File: src/rtl/mem_if_pkg.sv
// Shared types and constants for the memory interface unit.
package mem_if_pkg;

  typedef enum logic [1:0] {
    ST_IDLE     = 2'd0,
    ST_ACCESS   = 2'd1,
    ST_COMPLETE = 2'd2
  } mem_state_t;

  localparam int DEFAULT_TIMEOUT_CYCLES = 16;

  // Replicated across the data bus to form the value returned on a read timeout.
  localparam logic READ_ERROR_BIT = 1'b0;

endpackage

File: src/rtl/mfc_timeout_counter.sv
// Up-counter that bounds the ACCESS phase; flags when the count reaches TC_VALUE.
module mfc_timeout_counter #(
  parameter int WIDTH    = 8,
  parameter int TC_VALUE = 15
) (
  input  logic clk,
  input  logic rst_n,
  input  logic clear,
  input  logic enable,
  output logic terminal_count
);

  localparam logic [WIDTH-1:0] TC = WIDTH'(TC_VALUE);

  logic [WIDTH-1:0] count;

  // Clear has priority so a fresh access always starts from zero.
  always_ff @(posedge clk or negedge rst_n) begin
    if (!rst_n) begin
      count <= '0;
    end else if (clear) begin
      count <= '0;
    end else if (enable) begin
      count <= count + WIDTH'(1);
    end
  end

  assign terminal_count = (count == TC);

endmodule

File: src/rtl/memory_interface_unit.sv
// Memory-stage to RAM1 handshake controller with MFC timeout.
//
//   state       | meaning
//   ST_IDLE     | waiting for Mem_Request, busy low
//   ST_ACCESS   | RAM strobes active, waiting for MFC or timeout
//   ST_COMPLETE | one-cycle Mem_Done pulse (Mem_Error on timeout)
module memory_interface_unit
  import mem_if_pkg::*;
#(
  parameter int DATA_WIDTH     = 32,
  parameter int ADDR_WIDTH     = 32,
  parameter int TIMEOUT_CYCLES = DEFAULT_TIMEOUT_CYCLES
) (
  input  logic                  Clock,
  input  logic                  Reset_L,
  input  logic                  Mem_Request,
  input  logic                  Mem_Write,
  input  logic [ADDR_WIDTH-1:0] Mem_Address,
  input  logic [DATA_WIDTH-1:0] Mem_Write_Data,
  output logic [DATA_WIDTH-1:0] Mem_Read_Data,
  output logic                  Mem_Done,
  output logic                  Mem_Error,
  output logic                  Mem_Busy,
  output logic [ADDR_WIDTH-1:0] RAM1_Address,
  output logic [DATA_WIDTH-1:0] RAM1_Data_In,
  output logic                  RAM1_Read_H_Write_L,
  output logic                  RAM1_Out_Enable,
  input  logic [DATA_WIDTH-1:0] RAM1_Data_Out,
  input  logic                  RAM1_MFC
);

  mem_state_t state;
  logic       write_q;
  logic       timeout_tc;

  // Counter is held clear in IDLE and runs only while the RAM is being strobed.
  mfc_timeout_counter #(
    .WIDTH   (8),
    .TC_VALUE(TIMEOUT_CYCLES - 1)
  ) u_timeout (
    .clk           (Clock),
    .rst_n         (Reset_L),
    .clear         (state == ST_IDLE),
    .enable        (state == ST_ACCESS),
    .terminal_count(timeout_tc)
  );

  // Sequencer: all outputs are registered so the RAM strobes are glitch-free.
  always_ff @(posedge Clock or negedge Reset_L) begin
    if (!Reset_L) begin
      state               <= ST_IDLE;
      write_q             <= 1'b0;
      RAM1_Address        <= '0;
      RAM1_Data_In        <= '0;
      Mem_Read_Data       <= '0;
      Mem_Done            <= 1'b0;
      Mem_Error           <= 1'b0;
      Mem_Busy            <= 1'b0;
      RAM1_Read_H_Write_L <= 1'b1;
      RAM1_Out_Enable     <= 1'b0;
    end else begin
      Mem_Done  <= 1'b0;
      Mem_Error <= 1'b0;
      case (state)
        ST_IDLE: begin
          if (Mem_Request) begin
            write_q             <= Mem_Write;
            RAM1_Address        <= Mem_Address;
            RAM1_Data_In        <= Mem_Write_Data;
            RAM1_Out_Enable     <= ~Mem_Write;
            RAM1_Read_H_Write_L <= ~Mem_Write;
            Mem_Busy            <= 1'b1;
            state               <= ST_ACCESS;
          end
        end
        ST_ACCESS: begin
          // MFC is checked first so a same-cycle timeout loses to a real completion.
          if (RAM1_MFC || timeout_tc) begin
            if (RAM1_MFC) begin
              if (!write_q) begin
                Mem_Read_Data <= RAM1_Data_Out;
              end
            end else begin
              Mem_Error <= 1'b1;
              if (!write_q) begin
                Mem_Read_Data <= {DATA_WIDTH{READ_ERROR_BIT}};
              end
            end
            Mem_Done            <= 1'b1;
            RAM1_Out_Enable     <= 1'b0;
            RAM1_Read_H_Write_L <= 1'b1;
            state               <= ST_COMPLETE;
          end
        end
        ST_COMPLETE: begin
          Mem_Busy <= 1'b0;
          state    <= ST_IDLE;
        end
        default: begin
          Mem_Busy            <= 1'b0;
          RAM1_Out_Enable     <= 1'b0;
          RAM1_Read_H_Write_L <= 1'b1;
          state               <= ST_IDLE;
        end
      endcase
    end
  end

endmodule

File: config.mk
export PLATFORM = sky130hd
export DESIGN_NAME = memory_interface_unit
export DESIGN_NICKNAME = d
export VERILOG_FILES = /design/src/rtl/mem_if_pkg.sv /design/src/rtl/mfc_timeout_counter.sv /design/src/rtl/memory_interface_unit.sv
export SDC_FILE = /design/constraint.sdc
export NUM_CORES = 1
export LEC_CHECK = 0
export CORE_ASPECT_RATIO = 1.4
export CORE_MARGIN = 5
export CORE_UTILIZATION = 35
export CTS_CLUSTER_SIZE = 25
export DETAILED_ROUTE_END_ITERATION = 16
export GPL_ROUTABILITY_DRIVEN = 0
export MAX_ROUTING_LAYER = met4
export PLACE_DENSITY = 0.76
export SLEW_MARGIN = 20
export SYNTH_ARGS = -nofsm -noshare
export SYNTH_HDL_FRONTEND = slang
export SYNTH_SLANG_ARGS = --single-unit
File: constraint.sdc
create_clock -name Clock -period 2.4 [get_ports Clock]
set_input_delay 0.6 -clock Clock [delete_from_list [all_inputs] [get_ports Clock]]
set_output_delay 0.6 -clock Clock [all_outputs]
set_load 0.02 [all_outputs]
==> summary.md, run 1 <==
| Metric | Value |
|---|---|
| Fmax | `478 MHz` |
| Ys async rst share | `100%` |
| R2R setup slack | `0.47 ns` |
| Post-synth EDFFs | `0` |
| Register area share after synthesis | `59.8%` |
| Post-DR wirelength/cell | `17.2 um` |
| Detail Placement HPWL | `9380 um` |
| Critical Path Start Type | `flip-flop` |
| Sw frac | `34.6%` |
| Syn nets | `451` |
| Post CTS Setup Buffer Count | `0` |
| Worst Path Max Fanout | `3` |
| Critical path's top delay family | `buffers and inverters` |
| Slowest stage cell, crit path | `clkdlybuf4s50_1` |
| Core Region | `13300 sq um` |
| Number of remaining DRC errors | `0` |
| I/O Buffers | `201` |
| Fin. max-slew vios | `0` |
| Post-DR vias/cell | `4.86` |
| Htree depth | `3` |
| CTS Buf Count | `9` |
| Cell Chain, Critical Path | `clkdlybuf4s50_1` |
| Worst r2r path cells | `4` |
| Fillers | `1169` |
| Initial antenna violation count | `0` |
| Final hold vios | `0` |
| Initial core utilization | `35.3%` |
| CTS tree | `done` |
| Internal power | `5560 uW` |
| Clk buf depth | `2` |
| Clk Latency, worst-skew pair | `0.34 ns` |
| Gr ovfl total | `0` |
| Fin crit period | `2.09 ns` |
| Gate power share | `45.7%` |
| FF+latch count, synth | `112` |
| Post-cts resize count | `0` |
| Synth top area share | `59.2%` |
| Number of diodes | `0` |
| Kind of critical path | `reg2out` |
| Clk sink count | `112` |
| Power Dens Cells | `1190 nW/um^2` |
| Register area | `2800 sq um` |
| Peak VDD IR | `585 uV` |
| Arr. time, crit path | `1.49 ns` |
| IO Pins | `202` |
| YS warnings | `0` |
| # hold bufs at CTS | `0` |
| Wire length on met1 | `4610 um` |
| Post-synth top area cell | `dfrtp_1` |
| Routed wire length | `12600 um` |
| DR vias | `3551` |
| Most instantiated cells after synthesis | `dfrtp_1, mux2_2, nand2b_1` |
| Die ar. | `15800 sq um` |
| Sequential power share | `36.7%` |
| Avg Inst Size Synth | `13.4 sq um` |
| Clock transition at path regs | `0.07 ns` |
| Vias in the first global route | `3965` |
| Met2 WL | `6920 um` |
| Final Skew | `0.00743 ns` |
| Area delta synth->final | `52.0%` |
| Largest net degree at the start of global routing | `66` |
| Met3 routed WL | `620 um` |
| Switching power total | `2950 uW` |
| Total power | `8510 uW` |
| Crit path largest cell delay | `0.61 ns` |
| RSZ-0062 raised after global routing | `false` |
| Tcrit/Tclk final | `87.2%` |
| Number of iterations in the first detailed-routing pass | `4` |
| Static leakage | `0.00284 uW` |
| Worst setup EP type | `output port` |
| Cell with the most instances after synthesis | `dfrtp_1` |
| Normalized max-slew margin | `66.5%` |
| Die Y-Extent | `147 um` |
| Max_cap viols | `0` |
| CP bufs+invs | `1` |
| Drt first-iter violations | `148` |
| Share of cells above drive strength 1 | `17.0%` |
| Rows | `50` |
| Post-Syn Instances | `349` |
| Reg-to-Reg Start | `state[0]` |
| Ys flop type | `dfrtp_1` |
| Multi-input gate area in the final layout | `1700 sq um` |
| Setup TNS | `0 ns` |
| FF-to-FF End | `RAM1_Data_In[14]` |
| Count of cell types in the netlist | `38` |
| Cell Area, Synth | `4690 sq um` |
| Die X | `108 um` |
| Synth area leaders | `dfrtp_1, mux2_2, a22oi_1` |
| Root Buffer | `clkbuf_16` |
| Gr usage total | `16.4%` |
| Actual slew at the worst max-slew pin | `0.503 ns` |
| First-pass GRT wire length | `20100 um` |
| Status | `finished, final reports clean` |
| Hold Path Class | `in2async` |
| Core Util, Final | `53.7%` |
| Clock power frac | `17.6%` |
| Critical path data required time | `1.80 ns` |
| Layout net count | `646` |
| Highest routed layer | `met4` |
| DRT antenna net count | `0` |
| Setup Viol. Count Final | `0` |
-- logic make-up (layout without fill, tap and decap cells) --
family,Yosys count,count (layout),share of synthesized area (%)
fa+ha+maj,1,1,0.267
flops,112,112,59.8
mux,66,66,15.8
buf+inv,26,225,4.38
simple gates,62,62,8.41
compound gates,82,82,11.3
-- worst max path at each step --
stage / depth (start not counted) / from / endpoint
2_1_floorplan: 6 / state[1] / RAM1_Address[0]
3_3_place_gp: 4 / Mem_Request / RAM1_Data_In[31]
3_5_place_dp: 4 / Mem_Request / RAM1_Data_In[22]
4_1_cts: 1 / RAM1_Read_H_Write_L / RAM1_Read_H_Write_L
5_1_grt: 1 / RAM1_Read_H_Write_L / RAM1_Read_H_Write_L
6_report: 1 / RAM1_Read_H_Write_L / RAM1_Read_H_Write_L
-- state kept, by name, indices dropped and copies added (netlist names) --
name,count
Mem_Read_Data,32
RAM1_Address,32
RAM1_Data_In,32
u_timeout.count,8
state,2
Mem_Busy,1
Mem_Done,1
Mem_Error,1
RAM1_Out_Enable,1
RAM1_Read_H_Write_L,1
write_q,1
-- power by group through the flow --
| stage | sequential (uW) | clock, uW | combinational, uW |
|---|---|---|---|
| final | 3120 | 1500 | 3890 |
| after global routing | 3230 | 1610 | 4140 |
| after CTS | 3130 | 1560 | 3940 |
| after detailed placement | 3170 | 0 | 3940 |
| after global placement | 3120 | 0 | 3840 |
| after floorplan | 3960 | 0 | 1170 |
-- stage by stage --
step / instance area [sq um] / hold slack, ns / setup WS (ns) / cells
4_1_cts: 7120 / 0.184 / 0.285 / 730
5_1_grt: 7120 / 0.211 / 0.258 / 730
6_report: 7120 / 0.184 / 0.307 / 730
3_5_place_dp: 6830 / 0.495 / 0.193 / 715
2_1_floorplan: 4690 / 0.304 / 0.837 / 349
3_3_place_gp: 6830 / 0.488 / 0.266 / 715
-- placed cells by master (no fill, tap or decap), types with 6 or more instances in the layout --
master	instances
nand2_1	6
mux2_2	65
dfrtp_1	111
clkbuf_16	9
o21ai_1	20
nand2b_1	35
o21ai_0	15
buf_4	7
nand3_1	6
a22oi_1	32
clkdlybuf4s50_1	200
-- metal layers --
| metal | global-route usage, % | up-vias |
|---|---|---|
| li1 | - | 1648 |
| met1 | 17.0 | 1745 |
| met2 | 29.6 | 130 |
| met3 | 2.55 | 28 |
| met4 | 8.02 | 0 |
| met5 | - | - |
-- layout make-up --
type | count | share of cell area, %
clock inverter | 2 | 0.544
inverter | 1 | 0.0527
multi-input combinational | 211 | 23.8
clock buffer | 13 | 3.65
sequential | 112 | 39.4
tap | 182 | 3.20
timing repair buffer | 209 | 29.4
Power figures use the tool's default switching activity.
==> run 2: changes to the inputs <==
- DONT_BUFFER_PORTS: not set -> 1
- PLACE_DENSITY: 0.76 -> 0.57
==> summary.md, run 2 (synthesis results as in run 1) <==
| Metric | Value |
|---|---|
| I/O Buffers | `0 (-100%)` |
| Global-route track usage on met3 | `4.66% (+2.1 points)` |
| Setup TNS | `0 ns (unchanged)` |
| Detail Placement HPWL | `7620 um (-19%)` |
| Final hold vios | `111 (+111)` |
| Normalized max-slew margin | `66.8% (+0.33 points)` |
| Fillers | `1294 (+11%)` |
| Fin crit period | `1.80 ns (-0.292 ns)` |
| Setup Viol. Count Final | `0 (unchanged)` |
| Kind of critical path | `reg2reg` |
| Routed wire length | `10700 um (-15%)` |
| Peak VDD IR | `463 uV (-21%)` |
| Pre-CTS setup slack | `0.601 ns (+0.408 ns)` |
| Grt peak-use layer | `met2` |
| Status | `complete, but fails checks` |
| Final Skew | `0.00800 ns (+0.000567 ns)` |
| Share of cells above drive strength 1 | `26.4% (+9.4 points)` |
| Worst setup EP type | `flip-flop` |
| Drt first-iter violations | `133 (-10%)` |
| CTS tree | `done` |
| Failing checks | `hold timing` |
| Critical path data required time | `2.60 ns (+0.80 ns)` |
| Setup ws final | `0.599 ns (+0.292 ns)` |
| Tcrit/Tclk final | `75.0% (-12 points)` |
| Post-DR vias/cell | `5.29 (+8.7%)` |
| CTS Buf Count | `9 (unchanged)` |
| Actual slew at the worst max-slew pin | `0.498 ns (-0.00497 ns)` |
| Initial core utilization | `35.3% (unchanged)` |
| Worst Path Max Fanout | `37 (+34)` |
| Post-DR wirelength/cell | `20.3 um (+18%)` |
| Static leakage | `0.00201 uW (-29%)` |
| Largest net degree at the start of global routing | `113 (+71%)` |
| Total power | `6840 uW (-20%)` |
| DRT antenna net count | `0 (unchanged)` |
| RSZ-0062 raised after global routing | `false` |
| Die X | `108 um (unchanged)` |
| Post CTS Setup Buffer Count | `0 (unchanged)` |
| Gr usage total | `13.7% (-2.7 points)` |
| Die Y-Extent | `147 um (unchanged)` |
| Arr. time, crit path | `2.00 ns (+0.51 ns)` |
| Fmax | `555 MHz (+16%)` |
| Commonest non-fill, non-tap cell in the layout | `dfrtp_1` |
| Htree depth | `3 (unchanged)` |
| Initial antenna violation count | `2 (+2)` |
| Die ar. | `15800 sq um (unchanged)` |
| Fin. max-slew vios | `0 (unchanged)` |
| Number of iterations in the first detailed-routing pass | `5 (+1)` |
| WHS | `-0.0573 ns (-0.241 ns)` |
| Clk buf depth | `2 (unchanged)` |
| Register area | `2800 sq um (unchanged)` |
| Hold Path Class | `in2async` |
| IO Pins | `202 (unchanged)` |
| Number of remaining DRC errors | `0 (unchanged)` |
| Clk Latency, worst-skew pair | `0.34 ns (about the same)` |
| Clk sink count | `112 (unchanged)` |
| Area delta synth->final | `8.01%` |
| Multi-input gate area in the final layout | `1700 sq um (unchanged)` |
| Largest regs | `Mem_Read_Data (32), RAM1_Address (32), RAM1_Data_In (32)` |
| Power Dens Cells | `1350 nW/um^2 (+13%)` |
| Gr ovfl total | `0 (unchanged)` |
| DR vias | `2796 (-21%)` |
| Layout net count | `442 (-32%)` |
| Core Region | `13300 sq um (unchanged)` |
| Rows | `50 (unchanged)` |
| First-pass GRT wire length | `16500 um (-18%)` |
| Max_cap viols | `0 (unchanged)` |
| Critical Path Start Type | `flip-flop` |
| Clock transition at path regs | `0.08 ns (about the same)` |
| Most frequent cells in the layout | `dfrtp_1, mux2_2, nand2b_1` |
| Root Buffer | `clkbuf_16` |
| Vias in the first global route | `2943 (-26%)` |
| Routing usage on met1 | `14.3% (-2.7 points)` |
| Met2 Usage GRT | `22.7% (-6.9 points)` |
==> run 2: cell types whose count changed in the layout (fill, tap and decap cells not counted), sizes merged <==
cell | previous run | this run
clkdlybuf4s50 | 200 | 0
diode | 0 | 2
clkbuf | 13 | 10
inv | 1 | 6
bufinv | 1 | 0
buf | 9 | 5
==> run 2: final cells by class <==
| class | instances | share of cell area [%] |
|---|---|---|
| multi-input combinational | 211 | 33.5 |
| clock inverter | 6 | 0.964 |
| tap | 182 | 4.50 |
| sequential | 112 | 55.4 |
| timing repair buffer | 5 | 0.988 |
| antenna | 2 | 0.0988 |
| inverter | 1 | 0.0741 |
| clock buffer | 10 | 4.52 |
==> run 2: power by group <==
part	switching (uW)	internal [uW]	total (uW)
Sequential	1530	2620	4160
Clock	709	724	1430
Combinational	497	751	1250
==> run 2: metrics by stage <==
step                instances  utilization, %  hold slack [ns]  cell area (sq um)
floorplan                 349               -            0.304               4690
global placement          511            36.0            0.307               4780
detailed placement        511            36.0            0.307               4780
CTS                       527            38.1          -0.0815               5060
global route              529            38.2          -0.0795               5060
finish                    529            38.2          -0.0573               5060
==> run 2: critical path, stage by stage, from the launching register on <==
cell     delay [ns]
dfrtp_1        0.45
or4_4          0.60
nor2_8         0.41
o21ai_0        0.18
==> run 2: final timing paths <==
path,startpoint,endpoint,slack (ns),cells after the start
setup / recovery,u_timeout.count[4],Mem_Read_Data[8],0.60,3
hold / removal,Reset_L,RAM1_Address[28],-0.06,0
setup reg to reg,u_timeout.count[4],Mem_Read_Data[8],0.60,3
hold reg to reg,u_timeout.count[0],u_timeout.count[0],0.56,1
max in group asynchronous,Reset_L,RAM1_Read_H_Write_L,2.24,0
min in group Clock,RAM1_MFC,Mem_Error,0.33,1
==> run 2: timing repair <==
action                                  CTS  global route
resized for setup                         0             0
endpoints found under the setup margin    0             0
hold endpoints to repair                111           111
==> run 2: metal layers <==
layer / part of all wire [%] / wire [um]
met4: 3.1 / 331
met1: 36 / 3860
met5: 0 / 0
met3: 7.8 / 841
met2: 53 / 5700
==> run 3: changes to the inputs <==
- PLACE_DENSITY: 0.57 -> 0.59
- clock period: 2.4 -> 1.5 ns (I/O delays scaled with it)
==> summary.md, run 3 (synthesis results as in run 1) <==
| Metric | Value |
|---|---|
| Multi-input gate area in the final layout | `1750 sq um (+3.2%)` |
| Tcrit/Tclk final | `102% (+27 points)` |
| Initial core utilization | `35.3% (unchanged)` |
| Share of cells above drive strength 1 | `35.0% (+8.6 points)` |
| Fin crit period | `1.53 ns (-0.268 ns)` |
| Fmax | `652 MHz (+17%)` |
| DRT antenna net count | `0 (unchanged)` |
| Critical Path Start Type | `flip-flop` |
| Kind of critical path | `reg2reg` |
| Core Util, Final | `41.1% (+2.9 points)` |
| Vias in the first global route | `3025 (+2.8%)` |
| DR vias | `2847 (+1.8%)` |
| Hold Path Class | `in2async` |
| Gr usage total | `14.4% (+0.78 points)` |
| Worst Path Max Fanout | `12 (-68%)` |
| Failing checks | `hold timing, setup timing` |
| Fillers | `1276 (-1.4%)` |
| Layout net count | `466 (+5.4%)` |
| Final Skew | `0.00878 ns (+0.000785 ns)` |
| Htree depth | `3 (unchanged)` |
| Gr ovfl total | `0 (unchanged)` |
| Largest regs | `Mem_Read_Data (32), RAM1_Address (32), RAM1_Data_In (32)` |
| Commonest non-fill, non-tap cell in the layout | `dfrtp_1` |
| WHS | `-0.293 ns (-0.236 ns)` |
| Largest net degree at the start of global routing | `113 (unchanged)` |
| Static leakage | `0.00220 uW (+9.2%)` |
| Worst setup EP type | `flip-flop` |
| First-pass GRT wire length | `17200 um (+4.0%)` |
| Initial antenna violation count | `1 (-1)` |
| Critical path data required time | `1.73 ns (-0.87 ns)` |
| Final hold vios | `112 (+0.90%)` |
| CTS tree | `done` |
| CTS Buf Count | `9 (unchanged)` |
| Post-DR wirelength/cell | `20.8 um (+2.5%)` |
| Setup Viol. Count Final | `25 (+25)` |
| Die ar. | `15800 sq um (unchanged)` |
| Clock transition at path regs | `0.08 ns (about the same)` |
| Die Y-Extent | `147 um (unchanged)` |
| Power Dens Cells | `2120 nW/um^2 (+57%)` |
| Arr. time, crit path | `1.76 ns (-0.24 ns)` |
| Clk sink count | `112 (unchanged)` |
| Max_cap viols | `0 (unchanged)` |
| Rows | `50 (unchanged)` |
| Setup ws final | `-0.0331 ns (-0.632 ns)` |
| Detail Placement HPWL | `7950 um (+4.3%)` |
| I/O Buffers | `0 (unchanged)` |
| Status | `complete, but fails checks` |
| Clk buf depth | `2 (unchanged)` |
| Register area | `2810 sq um (about the same)` |
| Routed wire length | `11500 um (+6.9%)` |
| Clk Latency, worst-skew pair | `0.35 ns (about the same)` |
| Root Buffer | `clkbuf_16` |
| RSZ-0062 raised after global routing | `true` |
| Number of remaining DRC errors | `0 (unchanged)` |
| Normalized max-slew margin | `75.9% (+9.1 points)` |
| IO Pins | `202 (unchanged)` |
| Actual slew at the worst max-slew pin | `0.357 ns (-0.140 ns)` |
| Fin. max-slew vios | `0 (unchanged)` |
| Peak VDD IR | `791 uV (+71%)` |
| Post-DR vias/cell | `5.16 (-2.4%)` |
| Core Region | `13300 sq um (unchanged)` |
| Most frequent cells in the layout | `dfrtp_1, mux2_2, nand2b_1` |
| Total power | `11500 uW (+68%)` |
| Drt first-iter violations | `157 (+18%)` |
| Area delta synth->final | `16.2%` |
| Number of iterations in the first detailed-routing pass | `4 (-1)` |
| Die X | `108 um (unchanged)` |
[run 3: layout make-up]
| class | count | area share, % |
|---|---|---|
| multi-input combinational | 211 | 32.1 |
| sequential | 112 | 51.5 |
| inverter | 1 | 0.0689 |
| antenna | 1 | 0.0459 |
| timing repair buffer | 29 | 6.36 |
| clock inverter | 7 | 1.56 |
| tap | 182 | 4.18 |
| clock buffer | 9 | 4.14 |
[run 3: path summary, 6_finish.rpt]
check,from,end,slack (ns),cells after the start
max in group asynchronous,Reset_L,RAM1_Read_H_Write_L,1.59,0
worst min-delay path,Reset_L,RAM1_Data_In[4],-0.29,0
worst max-delay path,u_timeout.count[4],Mem_Read_Data[11],-0.03,4
worst min register to register,u_timeout.count[7],u_timeout.count[7],0.58,2
worst max register to register,u_timeout.count[4],Mem_Read_Data[11],-0.03,4
min in group Clock,RAM1_MFC,state[0],0.11,1
[run 3: timing repair]
action / in CTS / in global routing
endpoints found under the setup margin: 85 / 59
buffers inserted: 2 / 1
endpoints found under the hold margin: 112 / 112
pin swaps: 1 / 4
resized for setup: 7 / 22
gates cloned: 1 / 2
[run 3: critical path, stage by stage (launching register included)]
cell	delay, ns
dfrtp_1	0.39
or4_4	0.58
nor2_8	0.18
clkbuf_16	0.19
o21ai_1	0.07
[run 3: per-stage QoR]
step	area [sq um]	setup TNS, ns	std cells	setup WS, ns
6_report	5450	-0.458	552	-0.0331
5_1_grt	5450	-2.16	552	-0.0788
4_1_cts	5330	-0.119	548	-0.0232
3_5_place_dp	4970	-0.724	529	-0.0442
3_3_place_gp	4970	-0.0940	529	-0.0439
2_1_floorplan	4690	0	349	0.00808
[run 3: routing by layer]
layer / routed length (um) / GRT usage [%] / vias to the layer above
met5: 0 / - / -
met4: 369 / 7.45 / 0
met3: 825 / 4.70 / 25
met2: 6160 / 23.5 / 100
met1: 4130 / 15.6 / 1434
li1: - / - / 1288
[run 3: where the power goes]
group | internal (uW) | leakage [uW] | switching [uW] | total [uW]
combinational | 1470 | 0.000773 | 936 | 2410
sequential | 4200 | 0.00127 | 2450 | 6650
clock | 1210 | 0.000153 | 1250 | 2460
total | 6880 | 0.00220 | 4640 | 11500
